## config.mk

```make
export PLATFORM = sky130hd
export DESIGN_NAME = fft_input_loader
export DESIGN_NICKNAME = d
export VERILOG_FILES = /design/src/rtl/fft_pkg.sv /design/src/rtl/fft_bitrev.sv /design/src/rtl/fft_input_loader.sv
export SDC_FILE = /design/constraint.sdc
export NUM_CORES = 1
export LEC_CHECK = 0
export CORE_MARGIN = 1.5
export CORE_UTILIZATION = 41
export CTS_CLUSTER_DIAMETER = 50
export DETAILED_ROUTE_END_ITERATION = 8
export PLACE_DENSITY = 0.86
export SYNTH_ARGS = -nofsm -noshare
export SYNTH_HDL_FRONTEND = slang
export SYNTH_SLANG_ARGS = --single-unit
```

## constraint.sdc

```tcl
create_clock -name clk -period 1.8 [get_ports clk]
set_input_delay 0.36 -clock clk [delete_from_list [all_inputs] [get_ports clk]]
set_output_delay 0.36 -clock clk [all_outputs]
set_load 0.05 [all_outputs]
```

## src/rtl/fft_pkg.sv

```systemverilog
// Shared FFT types and sizing constants.
// Used by the input loader, butterfly stages and output reorder.
package fft_pkg;

  localparam int N_POINTS = 32;
  localparam int DATA_W   = 16;
  localparam int LOG2N    = $clog2(N_POINTS);

  typedef enum logic [1:0] {
    LOAD  = 2'd0,
    FLUSH = 2'd1,
    HOLD  = 2'd2
  } ld_state_e;

  typedef struct packed {
    logic signed [DATA_W-1:0] re;
    logic signed [DATA_W-1:0] im;
  } cplx_t;

  function automatic logic [LOG2N-1:0] idx_next(
    input logic [LOG2N-1:0] idx
  );
    return idx + LOG2N'(1);
  endfunction

endpackage

```

## src/rtl/fft_bitrev.sv

```systemverilog
// Bit-reversal of a lane index.
// Combinational; shared by the loader and the output reorder stage.
module fft_bitrev #(
  parameter int LOG2N = 5
) (
  input  logic [LOG2N-1:0] idx,
  output logic [LOG2N-1:0] rev
);

  // Mirror the index bits end for end
  always_comb begin
    rev = '0;
    for (int b = 0; b < LOG2N; b++) begin
      rev[b] = idx[LOG2N-1-b];
    end
  end

endmodule

```

## src/rtl/fft_input_loader.sv

```systemverilog
// FFT input loader: streams samples into the lane register bank.
// Define FFT_LOADER_BITREV_EN to fill lanes in bit-reversed order.
module fft_input_loader #(
  parameter int N_POINTS = fft_pkg::N_POINTS,
  parameter int DATA_W   = fft_pkg::DATA_W
) (
  input  logic                        clk,
  input  logic                        rst,
  input  logic                        in_valid,
  output logic                        in_ready,
  input  logic [DATA_W-1:0]           in_re,
  input  logic [DATA_W-1:0]           in_im,
  output logic [N_POINTS-1:0]         lane_en,
  output logic [DATA_W-1:0]           lane_re,
  output logic [DATA_W-1:0]           lane_im,
  output logic                        frame_valid,
  input  logic                        frame_ready,
  output logic [$clog2(N_POINTS)-1:0] sample_idx
);

  import fft_pkg::*;

  localparam int IDX_W = $clog2(N_POINTS);
  localparam logic [IDX_W-1:0] LAST_IDX = IDX_W'(N_POINTS - 1);

  ld_state_e            state_q, state_d;
  logic [IDX_W-1:0]     idx_q, idx_d;
  logic [N_POINTS-1:0]  lane_en_q, lane_en_d;
  logic [DATA_W-1:0]    lane_re_q, lane_re_d;
  logic [DATA_W-1:0]    lane_im_q, lane_im_d;
  logic                 frame_valid_q, frame_valid_d;
  logic [IDX_W-1:0]     lane_idx;
  logic                 accept;

`ifdef FFT_LOADER_BITREV_EN
  fft_bitrev #(
    .LOG2N (IDX_W)
  ) u_bitrev (
    .idx (idx_q),
    .rev (lane_idx)
  );
`else
  assign lane_idx = idx_q;
`endif

  assign in_ready    = (state_q == LOAD);
  assign accept      = in_valid && in_ready;
  assign lane_en     = lane_en_q;
  assign lane_re     = lane_re_q;
  assign lane_im     = lane_im_q;
  assign frame_valid = frame_valid_q;
  assign sample_idx  = idx_q;

  // Next-state: count accepts, strobe one lane, then flush and hold
  always_comb begin
    state_d       = state_q;
    idx_d         = idx_q;
    lane_en_d     = '0;
    lane_re_d     = lane_re_q;
    lane_im_d     = lane_im_q;
    frame_valid_d = frame_valid_q;
    unique case (state_q)
      LOAD: begin
        if (accept) begin
          idx_d               = idx_q + IDX_W'(1);
          lane_en_d[lane_idx] = 1'b1;
          lane_re_d           = in_re;
          lane_im_d           = in_im;
          if (idx_q == LAST_IDX) begin
            state_d = FLUSH;
          end
        end
      end
      FLUSH: begin
        state_d       = HOLD;
        frame_valid_d = 1'b1;
      end
      HOLD: begin
        if (frame_ready) begin
          state_d       = LOAD;
          frame_valid_d = 1'b0;
        end
      end
      default: begin
        state_d       = LOAD;
        frame_valid_d = 1'b0;
      end
    endcase
  end

  // State and registered outputs
  always_ff @(posedge clk) begin
    if (rst) begin
      state_q       <= LOAD;
      idx_q         <= '0;
      lane_en_q     <= '0;
      lane_re_q     <= '0;
      lane_im_q     <= '0;
      frame_valid_q <= 1'b0;
    end else begin
      state_q       <= state_d;
      idx_q         <= idx_d;
      lane_en_q     <= lane_en_d;
      lane_re_q     <= lane_re_d;
      lane_im_q     <= lane_im_d;
      frame_valid_q <= frame_valid_d;
    end
  end

endmodule

```

==> out/metrics.csv, run 1 <==
stage,metric,value,unit
status,status,completed,
synthesis,syn_nets,264,
clock_network,CTS tree,built,
clock_network,TritonCTS Buffers,9,
final_layout,layout cells sized above 1,19.82,%
final_layout,Final Cell Area,3577,sq um
synthesis,Avg Inst Size Synth,10.61,sq um
place,GP Congestion,0.7572,
critical_path,worst path cell trace,dlygate4sd2_1,
final_layout,Fillers,478,
timing,fin crit share,86.35,%
routing,initial detailed-routing violation count,38,
synthesis,"count leader, synth",nor2_1,
global_routing,Total Routing Usage GR,17.46,%
pwr,Max IR drop VDD,0.5429,mV
floorplan,placement row count,27,
critical_path,critical path class,flop to output pin,
clock_network,cts hold-fix bufs,0,
critical_path,family with the most delay on the worst path,buffers and inverters,
place,Area after DPL,3436,sq um
global_routing,met3 usage,7.241,%
global_routing,vias in the first global route,1810,
place,IO Port Bufs,106,
final_layout,P&R area growth vs syn,51.19,%
timing,Tmin final,1554,ps
timing,worst setup margin,245.7,ps
place,Setup WS pre-CTS,-3.010,ps
critical_path,Worst setup SP type,flop,
routing,Post-Route WL,5.004,mm
critical_path,CP Capture Type,output pin,
pwr,P_leak,0.001702,uW
routing,remaining antenna violation count,0,
global_routing,GRT Max-Usage Layer,met2,
global_routing,largest net degree at the start of global routing,41,
clock_network,H-tree Lvls,3,
synthesis,Most used DFF post-synth,dfxtp_1,
place,HPWL Detailed,3.613,mm
final_layout,multi-input logic area,862.1,sq um
synthesis,Async SR Flop Fraction,0,%
critical_path,critical path's largest stage delay,540,ps
clock_network,CTS Buffer Depth,2,
flow_run,total of max-cap violations,0,
final_layout,Seq. cell area,1441,sq um
synthesis,Synth top area share,60.92,%
timing,Fin Setup TNS,0,ps
global_routing,initial antenna violation count,0,
critical_path,Buffers & Inverters on Critical Path,1,
floorplan,Die H,78.97,um
synthesis,dominant cell type by area after synthesis,dfxtp_1,
global_routing,gr ovfl total,0,
clock_network,worst skew pair latency,340,ps
critical_path,CP max stage cell,dlygate4sd2_1,
routing,post-DR wirelength/cell,12.20,um
synthesis,"top cells by area, synth","dfxtp_1 61%, mux2i_1 15%, nor2_1 12%",
timing,Least-Margin Pin Slew,518.3,ps
clock_network,CTS sink cnt,72,
timing,final setup fails,0,
pwr,pwr dens,908.0,nW/um^2
routing,first drt pass iteration count,4,
synthesis,Yosys cell types,23,
global_routing,GRT met2 Usage,27.44,%
timing,Worst Skew,5.515,ps
synthesis,most frequent cells after synthesis,"73 x nor2_1, 72 x dfxtp_1, 35 x mux2i_1",
clock_network,clock root buffer,clkbuf_8,
floorplan,core box area,5540,sq um
synthesis,Yosys reg bits,72,
synthesis,mapped cell area,2366,sq um
timing,Final Hold Fails,0,
final_layout,final core occ,64.57,%
final_layout,nets@finish,374,
global_routing,Global Route met1 Usage,20.35,%
routing,# DRC,0,
final_layout,number of diodes,0,
floorplan,Starting Density,42.71,%
timing,Max Clk Rate,643.4,MHz
global_routing,global-route wire length before repair,8.335,mm
timing,Relative slew margins,65.59,%
synthesis,"Seq/Total Area, Yosys",60.92,%
synthesis,total of warnings raised by yosys,0,
timing,RSZ-0062 raised after global routing,false,
clock_network,clk slew on worst S/H paths,70,ps
floorplan,IO Pins,107,
hold_path,Hold Crit Class,flop to flop,
floorplan,chip width,78.97,um
synthesis,cell count after synthesis,223,
floorplan,die area,6235,sq um
critical_path,CP Max Fanout,1,
routing,Vias,1857,
critical_path,WP data required,1440,ps
critical_path,critical path arrival,1190,ps
synthesis,Post-synth EDFFs,0,
timing,Final Slew Violations,0,
routing,Vias per Instance,4.529,
[per-layer routing]
layer	wire length (um)	share of wire [%]
met5	0	0
met4	93	1.9
met3	520	10
met2	2238	45
met1	2151	43
[worst paths after layout]
kind | from | to | slack (ps) | cells past startpoint
worst max-delay path | lane_en[8] | lane_en[8] | 250 | 1
worst max register to register | state_q[1] | lane_en[18] | 420 | 3
worst min register to register | frame_valid | frame_valid | 500 | 2
worst min-delay path | frame_valid | frame_valid | 500 | 2
[kinds of logic (layout without fill, tap and decap cells)]
logic type | after synthesis | after routing | share of synthesized area [%]
adder cells (fa/ha/maj) | 5 | 5 | 2.644
buffers and inverters | 13 | 128 | 2.908
flip-flops | 72 | 72 | 60.92
AND/OR/NAND/NOR | 94 | 94 | 17.45
AO/OA/AOI/OAI | 2 | 2 | 0.5287
multiplexers | 35 | 35 | 14.81
XOR/XNOR | 2 | 2 | 0.7405
[sequential cells by signal (all words and copies together) (netlist names)]
signal	cells
frame_valid	1
lane_en	32
lane_im	16
lane_re	16
sample_idx	5
state_q	2
[area by class of cell]
class,count,area share (%)
clock inverter,6,0.9794
tap,72,2.518
multi-input combinational,138,24.10
sequential,72,40.29
timing repair buffer,109,27.95
clock buffer,10,3.847
inverter,3,0.3148
[layout by cell type, fill, tap and decap left out, types with 4 or more instances in the layout]
master	n
buf_12	5
mux2i_1	35
buf_4	44
nor2_1	73
clkinv_2	4
nand2_1	5
clkdlybuf4s50_1	35
dlygate4sd2_1	25
ha_1	5
dfxtp_1	72
clkbuf_8	10
[per-stage QoR]
stage          power (uW)  hold WS, ps  instances
2_1_floorplan        2006        507.2        223
3_3_place_gp         2189        473.3        394
3_5_place_dp         2196        485.2        394
4_1_cts              3290        501.9        410
5_1_grt              3407        537.8        410
6_report             3248        498.2        410
[timing repair]
item	4_1_cts	5_1_grt
setup endpoints to repair	25	0
setup buffers	0	0
gates resized for setup	25	0
[report_power, final]
part	switching, uW	internal, uW
logic	284	195
registers	32.6	1640
clock network	567	527
Power figures use the tool's default switching activity.
==> inputs of run 2 (changes only) <==
--- a/config.mk
+++ b/config.mk
@@ -5,9 +5,9 @@
 export SDC_FILE = /design/constraint.sdc
 export NUM_CORES = 1
 export LEC_CHECK = 0
-export CORE_MARGIN = 1.5
 export CORE_UTILIZATION = 41
 export CTS_CLUSTER_DIAMETER = 50
+export CTS_CLUSTER_SIZE = 28
 export DETAILED_ROUTE_END_ITERATION = 8
 export PLACE_DENSITY = 0.86
 export SYNTH_ARGS = -nofsm -noshare
==> run 2 against run 1 <==
Critical path depth did not move; cell count did not move; critical endpoint is now lane_en[7]; largest cell class unchanged; sequential cell count did not move; first-iteration DRC count rose by 2.6%; die area fell by 2.5%; fmax fell by 1.3%.
==> out/metrics.csv, run 2 (synthesized netlist as in run 1, its figures left out) <==
stage,metric,value,unit,change
final_layout,"most common cell after layout, fill and taps aside",nor2_1,,
global_routing,initial antenna violation count,0,,unchanged
timing,Max Clk Rate,634.9,MHz,-1.3%
place,HPWL Detailed,3.797,mm,+5.1%
critical_path,worst path cell trace,dlygate4sd2_1,,
clock_network,worst skew pair latency,340,ps,about the same
clock_network,CTS Buffer Depth,2,,unchanged
final_layout,Fillers,489,,+2.3%
final_layout,Seq. cell area,1441,sq um,unchanged
timing,Least-Margin Pin Slew,518.5,ps,+0.2309 ps
floorplan,IO Pins,107,,unchanged
place,GP Congestion,0.7446,,-1.7%
timing,RSZ-0062 raised after global routing,false,,
pwr,Max IR drop VDD,0.5747,mV,+5.9%
critical_path,critical path's largest stage delay,550,ps,about the same
routing,remaining antenna violation count,0,,unchanged
critical_path,CP max stage cell,dlygate4sd2_1,,
critical_path,"reg-to-reg slack, setup",400,ps,-20 ps
final_layout,nets@finish,374,,unchanged
timing,fin crit share,87.50,%,+1.2 points
global_routing,largest net degree at the start of global routing,41,,unchanged
final_layout,final core occ,64.77,%,+0.20 points
clock_network,TritonCTS Buffers,9,,unchanged
floorplan,core box area,5540,sq um,unchanged
clock_network,clk slew on worst S/H paths,70,ps,about the same
timing,Final Slew Violations,0,,unchanged
clock_network,CTS sink cnt,72,,unchanged
final_layout,max reg flops,32,,unchanged
clock_network,clock root buffer,clkbuf_8,,
hold_path,Hold Crit Class,flop to flop,,
final_layout,most frequent cells in the layout,"73 x nor2_1, 72 x dfxtp_1, 44 x buf_4, 35 x mux2i_1, 35 x clkdlybuf4s50_1",,
flow_run,total of max-cap violations,0,,unchanged
timing,Worst Skew,6.804,ps,+1.289 ps
clock_network,cts hold-fix bufs,0,,unchanged
timing,Final Hold Fails,0,,unchanged
critical_path,WP data required,1440,ps,about the same
timing,final setup fails,0,,unchanged
clock_network,CTS tree,built,,
timing,Relative slew margins,65.57,%,about the same
critical_path,critical path class,flop to output pin,,
floorplan,chip width,77.97,um,-1.3%
routing,initial detailed-routing violation count,39,,+2.6%
place,IO Port Bufs,106,,unchanged
critical_path,CP Capture Type,output pin,,
floorplan,Die H,77.97,um,-1.3%
global_routing,vias in the first global route,1903,,+5.1%
critical_path,Buffers & Inverters on Critical Path,1,,unchanged
timing,Fin Setup TNS,0,ps,unchanged
routing,Post-Route WL,5.229,mm,+4.5%
global_routing,global-route wire length before repair,8.983,mm,+7.8%
final_layout,layout cells sized above 1,19.23,%,-0.59 points
floorplan,Starting Density,42.71,%,unchanged
floorplan,die area,6079,sq um,-2.5%
final_layout,P&R area growth vs syn,51.67,%,
status,status,completed,,
global_routing,gr ovfl total,0,,unchanged
clock_network,H-tree Lvls,3,,unchanged
floorplan,placement row count,27,,unchanged
pwr,pwr dens,957.8,nW/um^2,+5.5%
final_layout,multi-input logic area,862.1,sq um,unchanged
pwr,P_leak,0.001714,uW,+0.70%
critical_path,critical path arrival,1220,ps,+30 ps
routing,post-DR wirelength/cell,12.75,um,+4.5%
routing,# DRC,0,,unchanged
routing,Vias,1910,,+2.9%
final_layout,number of diodes,0,,unchanged
timing,Tmin final,1575,ps,+20.73 ps
critical_path,Worst setup SP type,flop,,
critical_path,family with the most delay on the worst path,buffers and inverters,,
routing,first drt pass iteration count,4,,unchanged
global_routing,Total Routing Usage GR,19.57,%,+2.1 points
routing,Vias per Instance,4.659,,+2.9%
critical_path,CP Max Fanout,1,,unchanged
-- run 2: cell types whose count changed in the layout (fill, tap and decap cells not counted) --
| cell | change |
|---|---|
| clkinv_2 | -2 |
| buf_12 | -2 |
| bufinv_16 | +1 |
| clkbuf_8 | +1 |
| dlygate4sd2_1 | +2 |
-- run 2: routing by layer --
layer / track usage (%) / vias up / wire length (um)
met5: 0 / - / 0
met4: 10.00 / 0 / 91
met3: 8.706 / 11 / 526
met2: 30.97 / 94 / 2448
met1: 22.26 / 861 / 2164
li1: - / 944 / -
-- run 2: area by class of cell --
type	instances	area share, %
Clock inverter	5	1.534
Inverter	3	0.3138
Sequential cell	72	40.17
Clock buffer	11	4.219
Tap cell	72	2.510
Timing Repair Buffer	109	27.23
Multi-Input combinational cell	138	24.02
-- run 2: tightest hold or removal path, stage by stage, from the launching register on --
cell and delay, ps:
dfxtp_1 330, mux2i_1 60, nor2_1 70
-- run 2: what timing repair did --
action / in CTS / in global routing
resized for setup: 27 / 0
setup buffers: 0 / 0
setup endpoints to repair: 27 / 0
-- run 2: metrics by stage --
step / instance area (sq um) / hold slack [ps] / power [uW] / cells / worst slack [ps]
final: 3588 / 495.7 / 3437 / 410 / 224.9
after global routing: 3588 / 538.5 / 3601 / 410 / 163.8
after CTS: 3588 / 501.8 / 3467 / 410 / 213.1
after detailed placement: 3416 / 483.9 / 2195 / 394 / -29.09
after global placement: 3416 / 473.5 / 2186 / 394 / 27.75
after floorplan: 2366 / 507.2 / 2006 / 223 / 173.4
-- run 2: path summary, 6_finish.rpt --
path,start,endpoint,depth (start not counted)
worst min-delay path,lane_re[6],lane_re[6],2
worst min register to register,lane_re[6],lane_re[6],2
worst max-delay path,lane_en[7],lane_en[7],1
worst max register to register,state_q[1],lane_en[13],3
-- run 2: where the power goes --
part / switching (uW) / internal (uW)
logic: 285 / 192
registers: 32.7 / 1640
clock network: 573 / 710
==> inputs of run 3 (changes only) <==
--- a/config.mk
+++ b/config.mk
@@ -5,6 +5,7 @@
 export SDC_FILE = /design/constraint.sdc
 export NUM_CORES = 1
 export LEC_CHECK = 0
+export ABC_AREA = 0
 export CORE_UTILIZATION = 41
 export CTS_CLUSTER_DIAMETER = 50
 export CTS_CLUSTER_SIZE = 28
==> results of run 3 <==
The final DEF is identical to that of run 2; final timing and power are the same.
